--- config.mk ---
export PLATFORM = sky130hd
export DESIGN_NAME = hazard_ctrl
export DESIGN_NICKNAME = d
export VERILOG_FILES = /design/src/rtl/hazard_ctrl.sv
export SDC_FILE = /design/constraint.sdc
export NUM_CORES = 1
export LEC_CHECK = 0
export CAP_MARGIN = 20
export CORE_MARGIN = 5
export CORE_UTILIZATION = 30
export DETAILED_ROUTE_END_ITERATION = 10
export PLACE_DENSITY = 0.55
export SLEW_MARGIN = 20
export SYNTH_ARGS = -nofsm -noshare
export SYNTH_HDL_FRONTEND = slang
export SYNTH_SLANG_ARGS = --single-unit
--- constraint.sdc ---
create_clock -name clk -period 3.2 [get_ports clk]
set_input_delay 0.96 -clock clk [delete_from_list [all_inputs] [get_ports clk]]
set_output_delay 0.96 -clock clk [all_outputs]
set_load 0.03 [all_outputs]
--- src/rtl/hazard_ctrl.sv ---
// Pipeline hazard controller: load-use, mult/div busy and flush sequencing.
// Ports: clk/rst, ID source fields, EX load/md info, exc_flush -> keep/clr, md_busy, stall_cnt.
module hazard_ctrl #(
    parameter int unsigned MULT_CYCLES = 5,
    parameter int unsigned DIV_CYCLES  = 10,
    parameter int unsigned CNT_W       = 4
) (
    input  logic        clk,
    input  logic        rst,
    input  logic [4:0]  id_rs,
    input  logic [4:0]  id_rt,
    input  logic        id_use_rs,
    input  logic        id_use_rt,
    input  logic        id_is_md,
    input  logic        ex_load,
    input  logic [4:0]  ex_rt,
    input  logic        ex_md_start,
    input  logic        ex_md_is_div,
    input  logic        exc_flush,
    output logic        pc_keep,
    output logic        ifid_keep,
    output logic        ifid_clr,
    output logic        idex_clr,
    output logic        md_busy,
    output logic [31:0] stall_cnt
);

    typedef enum logic {IDLE, BUSY} state_e;

    localparam logic [CNT_W-1:0] MULT_LD = CNT_W'(MULT_CYCLES);
    localparam logic [CNT_W-1:0] DIV_LD  = CNT_W'(DIV_CYCLES);
    localparam logic [CNT_W-1:0] ONE     = CNT_W'(1);

    state_e           state_q, state_d;
    logic [CNT_W-1:0] cnt_q, cnt_d;
    logic [31:0]      stall_cnt_q, stall_cnt_d;

    logic lu, md, stall, rs_hit, rt_hit;

    assign md_busy = (state_q == BUSY);

    // $0 is hardwired, so a load targeting it never creates a dependency.
    assign rs_hit = id_use_rs & (id_rs == ex_rt);
    assign rt_hit = id_use_rt & (id_rt == ex_rt);
    assign lu     = ex_load & (ex_rt != 5'd0) & (rs_hit | rt_hit);
    assign md     = id_is_md & (md_busy | ex_md_start);
    assign stall  = (lu | md) & ~exc_flush;

    // Flush wins: keep drops so the IF/ID clear takes effect.
    assign pc_keep   = stall;
    assign ifid_keep = stall;
    assign ifid_clr  = exc_flush;
    assign idex_clr  = stall | exc_flush;
    assign stall_cnt = stall_cnt_q;

    // A flushed start never reached the unit; an in-flight op keeps running.
    always_comb begin
        state_d = state_q;
        cnt_d   = cnt_q;
        unique case (state_q)
            IDLE: begin
                if (ex_md_start && !exc_flush) begin
                    cnt_d   = ex_md_is_div ? DIV_LD : MULT_LD;
                    state_d = BUSY;
                end
            end
            BUSY: begin
                cnt_d = cnt_q - ONE;
                if (cnt_q == ONE) begin
                    state_d = IDLE;
                end
            end
            default: begin
                state_d = IDLE;
                cnt_d   = '0;
            end
        endcase
    end

    assign stall_cnt_d = stall_cnt_q + {31'd0, stall};

    always_ff @(posedge clk or posedge rst) begin
        if (rst) begin
            state_q     <= IDLE;
            cnt_q       <= '0;
            stall_cnt_q <= '0;
        end else begin
            state_q     <= state_d;
            cnt_q       <= cnt_d;
            stall_cnt_q <= stall_cnt_d;
        end
    end

endmodule
==> results.sh <==
export IMPL_syn_avg_cell_area_um2=11.2
export IMPL_holdPathStages=1
export IMPL_instances_no_fill=325
export IMPL_crit_path_start_kind="primary input"
export IMPL_io_pins=61
export IMPL_min_to="stall_cnt[31]"
export IMPL_cts_root_buffer="clkbuf_8"
export IMPL_dp_hpwl_um=3200
export IMPL_p_leak_nw=1.29
export IMPL_worst_r2r_endpoint="stall_cnt[28]"
export IMPL_grt_overflow=0
export IMPL_fmax_ghz=0.307
export IMPL_drtPass1Iterations=4
export IMPL_grt_setup_unrepaired="yes"
export IMPL_end_kind="output pin"
export IMPL_syn_cell_area_um2=1880
export IMPL_clk_latency_ns=0.29
export IMPL_synthCells=168
export IMPL_worst_slew_pin_slew_ns=0.485
export IMPL_crit_fanout=2
export IMPL_r2r_cells=12
export IMPL_grt_pass1_vias=1532
export IMPL_pre_cts_ws_ns=-0.676
export IMPL_r2r_start="md_busy"
export IMPL_synth_area_leaders="dfrtp_1 (49%), xnor2_1 (13%), xor2_1 (6.5%), nand4_1 (3.7%), ha_1 (2.7%)"
export IMPL_die_area_um2=7970
export IMPL_rows=28
export IMPL_avgViaCountPerCell=4.65
export IMPL_clockBufferDepth=2
export IMPL_diodes=0
export IMPL_synth_async_reset_ratio_pct=100
export IMPL_hp_class="reg2reg"
export IMPL_status="finished with violations"
export IMPL_grt_pass1_wl_um=6980
export IMPL_fp_dieW_um=89.3
export IMPL_violations="setup timing"
export IMPL_synth_edf_count=0
export IMPL_yosys_warnings=0
export IMPL_layout_nets=277
export IMPL_cts_max_level=2
export IMPL_yosysUniqueCellTypes=34
export IMPL_grt_usage_pct=11.3
export IMPL_yosysSeqAreaShare_pct=49.1
export IMPL_finClkSkew_ns=0.00877
export IMPL_fin_crit_ns=3.26
export IMPL_cts_sinks=37
export IMPL_antenna_found_initial=0
export IMPL_yosysTopAreaCell="dfrtp_1"
export IMPL_synth_seq_cells=37
export IMPL_critPathArrivalTime_ns=2.30
export IMPL_yosys_area_top_type_share_pct=49.1
export IMPL_dp_cells=315
export IMPL_tns_ns=-0.115
export IMPL_syn_nets=196
export IMPL_rrSetupSlack_ns=0.96
export IMPL_worstHoldStart="stall_cnt[31]"
export IMPL_routabilityCongestion=0.675
export IMPL_period_share_pct=102
export IMPL_die_y_um=89.3
export IMPL_cp_required_ns=2.24
export IMPL_wl_um=4180
export IMPL_fillers=599
export IMPL_numCtsBuffers=5
export IMPL_peakVddDrop_mv=0.244
export IMPL_drt_iter0_drc=31
export IMPL_slew_limit_headroom_pct=67.7
export IMPL_path_clk_slew_ns=0.07
export IMPL_crit_type="in2out"
export IMPL_vias=1511
export IMPL_grt_max_degree=38
export IMPL_final_core_utilization_pct=47.6
export IMPL_io_buffer_count=60
export IMPL_synth_ff_type="dfrtp_1"
export IMPL_drive_gt1_share_pct=21.6
export IMPL_fp_coreArea_um2=6030
export IMPL_synth_common_cells="dfrtp_1 (37), xnor2_1 (28), xor2_1 (14)"
export IMPL_route_detailed_drc=0
export IMPL_hold_viol=0
export IMPL_wl_per_cell_um=12.9
export IMPL_initial_core_util_pct=31.3
export IMPL_worst_slack_ns=-0.0576
export IMPL_powerDensity_nw_per_um2=519
export IMPL_synth_most_common_cell="dfrtp_1"
export IMPL_cts_tree="yes"
export IMPL_slew_viol_final=0
export IMPL_ant_nets=0
export IMPL_drv_cap=0
export IMPL_final_setup_viol_count=2
export IMPL_syn2layout_area_growth_pct=52.2
## where the power goes
| part | leakage [nW] | internal, mW | total [mW] | switching, mW |
|---|---|---|---|---|
| registers | 0.494 | 0.532 | 0.624 | 0.0912 |
| clock network | 0.0681 | 0.310 | 0.477 | 0.167 |
| logic | 0.724 | 0.188 | 0.387 | 0.199 |
## cells in the final DEF (no fill, tap or decap), types with 2 or more instances in the layout
cell type and n:
nor3_4 2, inv_1 5, nand2_1 9, buf_2 5, and2_1 5, nand2b_1 2
ha_1 2, a211oi_1 2, ha_4 2, buf_4 17, clkdlybuf4s50_1 42, and3_1 4
a21oi_1 2, dlygate4sd2_1 2, xor2_1 13, o21ai_0 4, nand4_1 11, buf_8 2
and4_1 4, nor4_2 2, clkdlybuf4s15_1 2, clkbuf_2 3, clkbuf_8 5, nor2_1 4
dfrtp_1 37, xnor2_1 28, nand3_1 10, buf_6 5, bufinv_16 2
## timing repair
item	CTS	global route
resized for setup	49	13
buffers inserted	1	1
pin swaps	9	4
gates cloned	0	0
hold buffers	0	0
endpoints found under the setup margin	26	25
## stage by stage
| step | power, mW | hold slack [ns] | cell area (um^2) |
|---|---|---|---|
| final | 1.49 | 0.467 | 2870 |
| after global routing | 1.58 | 0.484 | 2870 |
| after CTS | 1.50 | 0.477 | 2830 |
| after detailed placement | 1.01 | 0.467 | 2700 |
| after global placement | 1.01 | 0.463 | 2700 |
| after floorplan | 0.844 | 0.495 | 1910 |
## worst max-delay path, cell delays in order
cell and delay [ns]:
clkdlybuf4s50_1 0.48, xnor2_1 0.12, a32oi_1 0.13, buf_4 0.16, o31ai_4 0.19, buf_6 0.14
buf_6 0.12
## flip-flops by register name, indices dropped and copies added, names as in the netlist
| register | flops |
|---|---|
| cnt_q | 4 |
| md_busy | 1 |
| stall_cnt | 32 |
## layout make-up
type                       instances  area (um^2)  area share, %
inverter                           5         18.8          0.654
sequential                        37          926           32.3
multi-input combinational        121          972           33.9
tap                               75         93.8           3.27
clock inverter                     3         65.1           2.27
timing repair buffer              79          723           25.2
clock buffer                       5         68.8           2.40
## layer usage
metal | vias up | global-route usage, % | wire, um
met3 | 2 | 5.25 | 436
met5 | - | 0 | 0
met4 | 0 | 3.65 | 40
li1 | 745 | - | -
met1 | 709 | 13.9 | 1760
met2 | 55 | 17.7 | 1940
## cells by family after synthesis
family,after synthesis,synth area share (%)
AOI/OAI and AO/OA,13,4.45
and+or+nand+nor,61,21.2
adders and majority gates,4,2.66
xor gates and xnor gates,42,19.5
muxes,1,0.531
buffers and inverters,10,2.52
DFF,37,49.1
## how the worst max path moves through the flow
| stage | start | to | slack (ns) | cells past startpoint |
|---|---|---|---|---|
| floorplan | ex_rt[3] | stall_cnt[28] | -0.02 | 10 |
| global placement | ex_rt[3] | idex_clr | -0.66 | 6 |
| detailed placement | ex_rt[2] | idex_clr | -0.68 | 7 |
| CTS | ex_rt[2] | ifid_keep | -0.12 | 9 |
| global route | id_rs[0] | pc_keep | -0.13 | 7 |
| finish | id_rs[0] | pc_keep | -0.06 | 7 |
(Power assumes the default switching activity.)
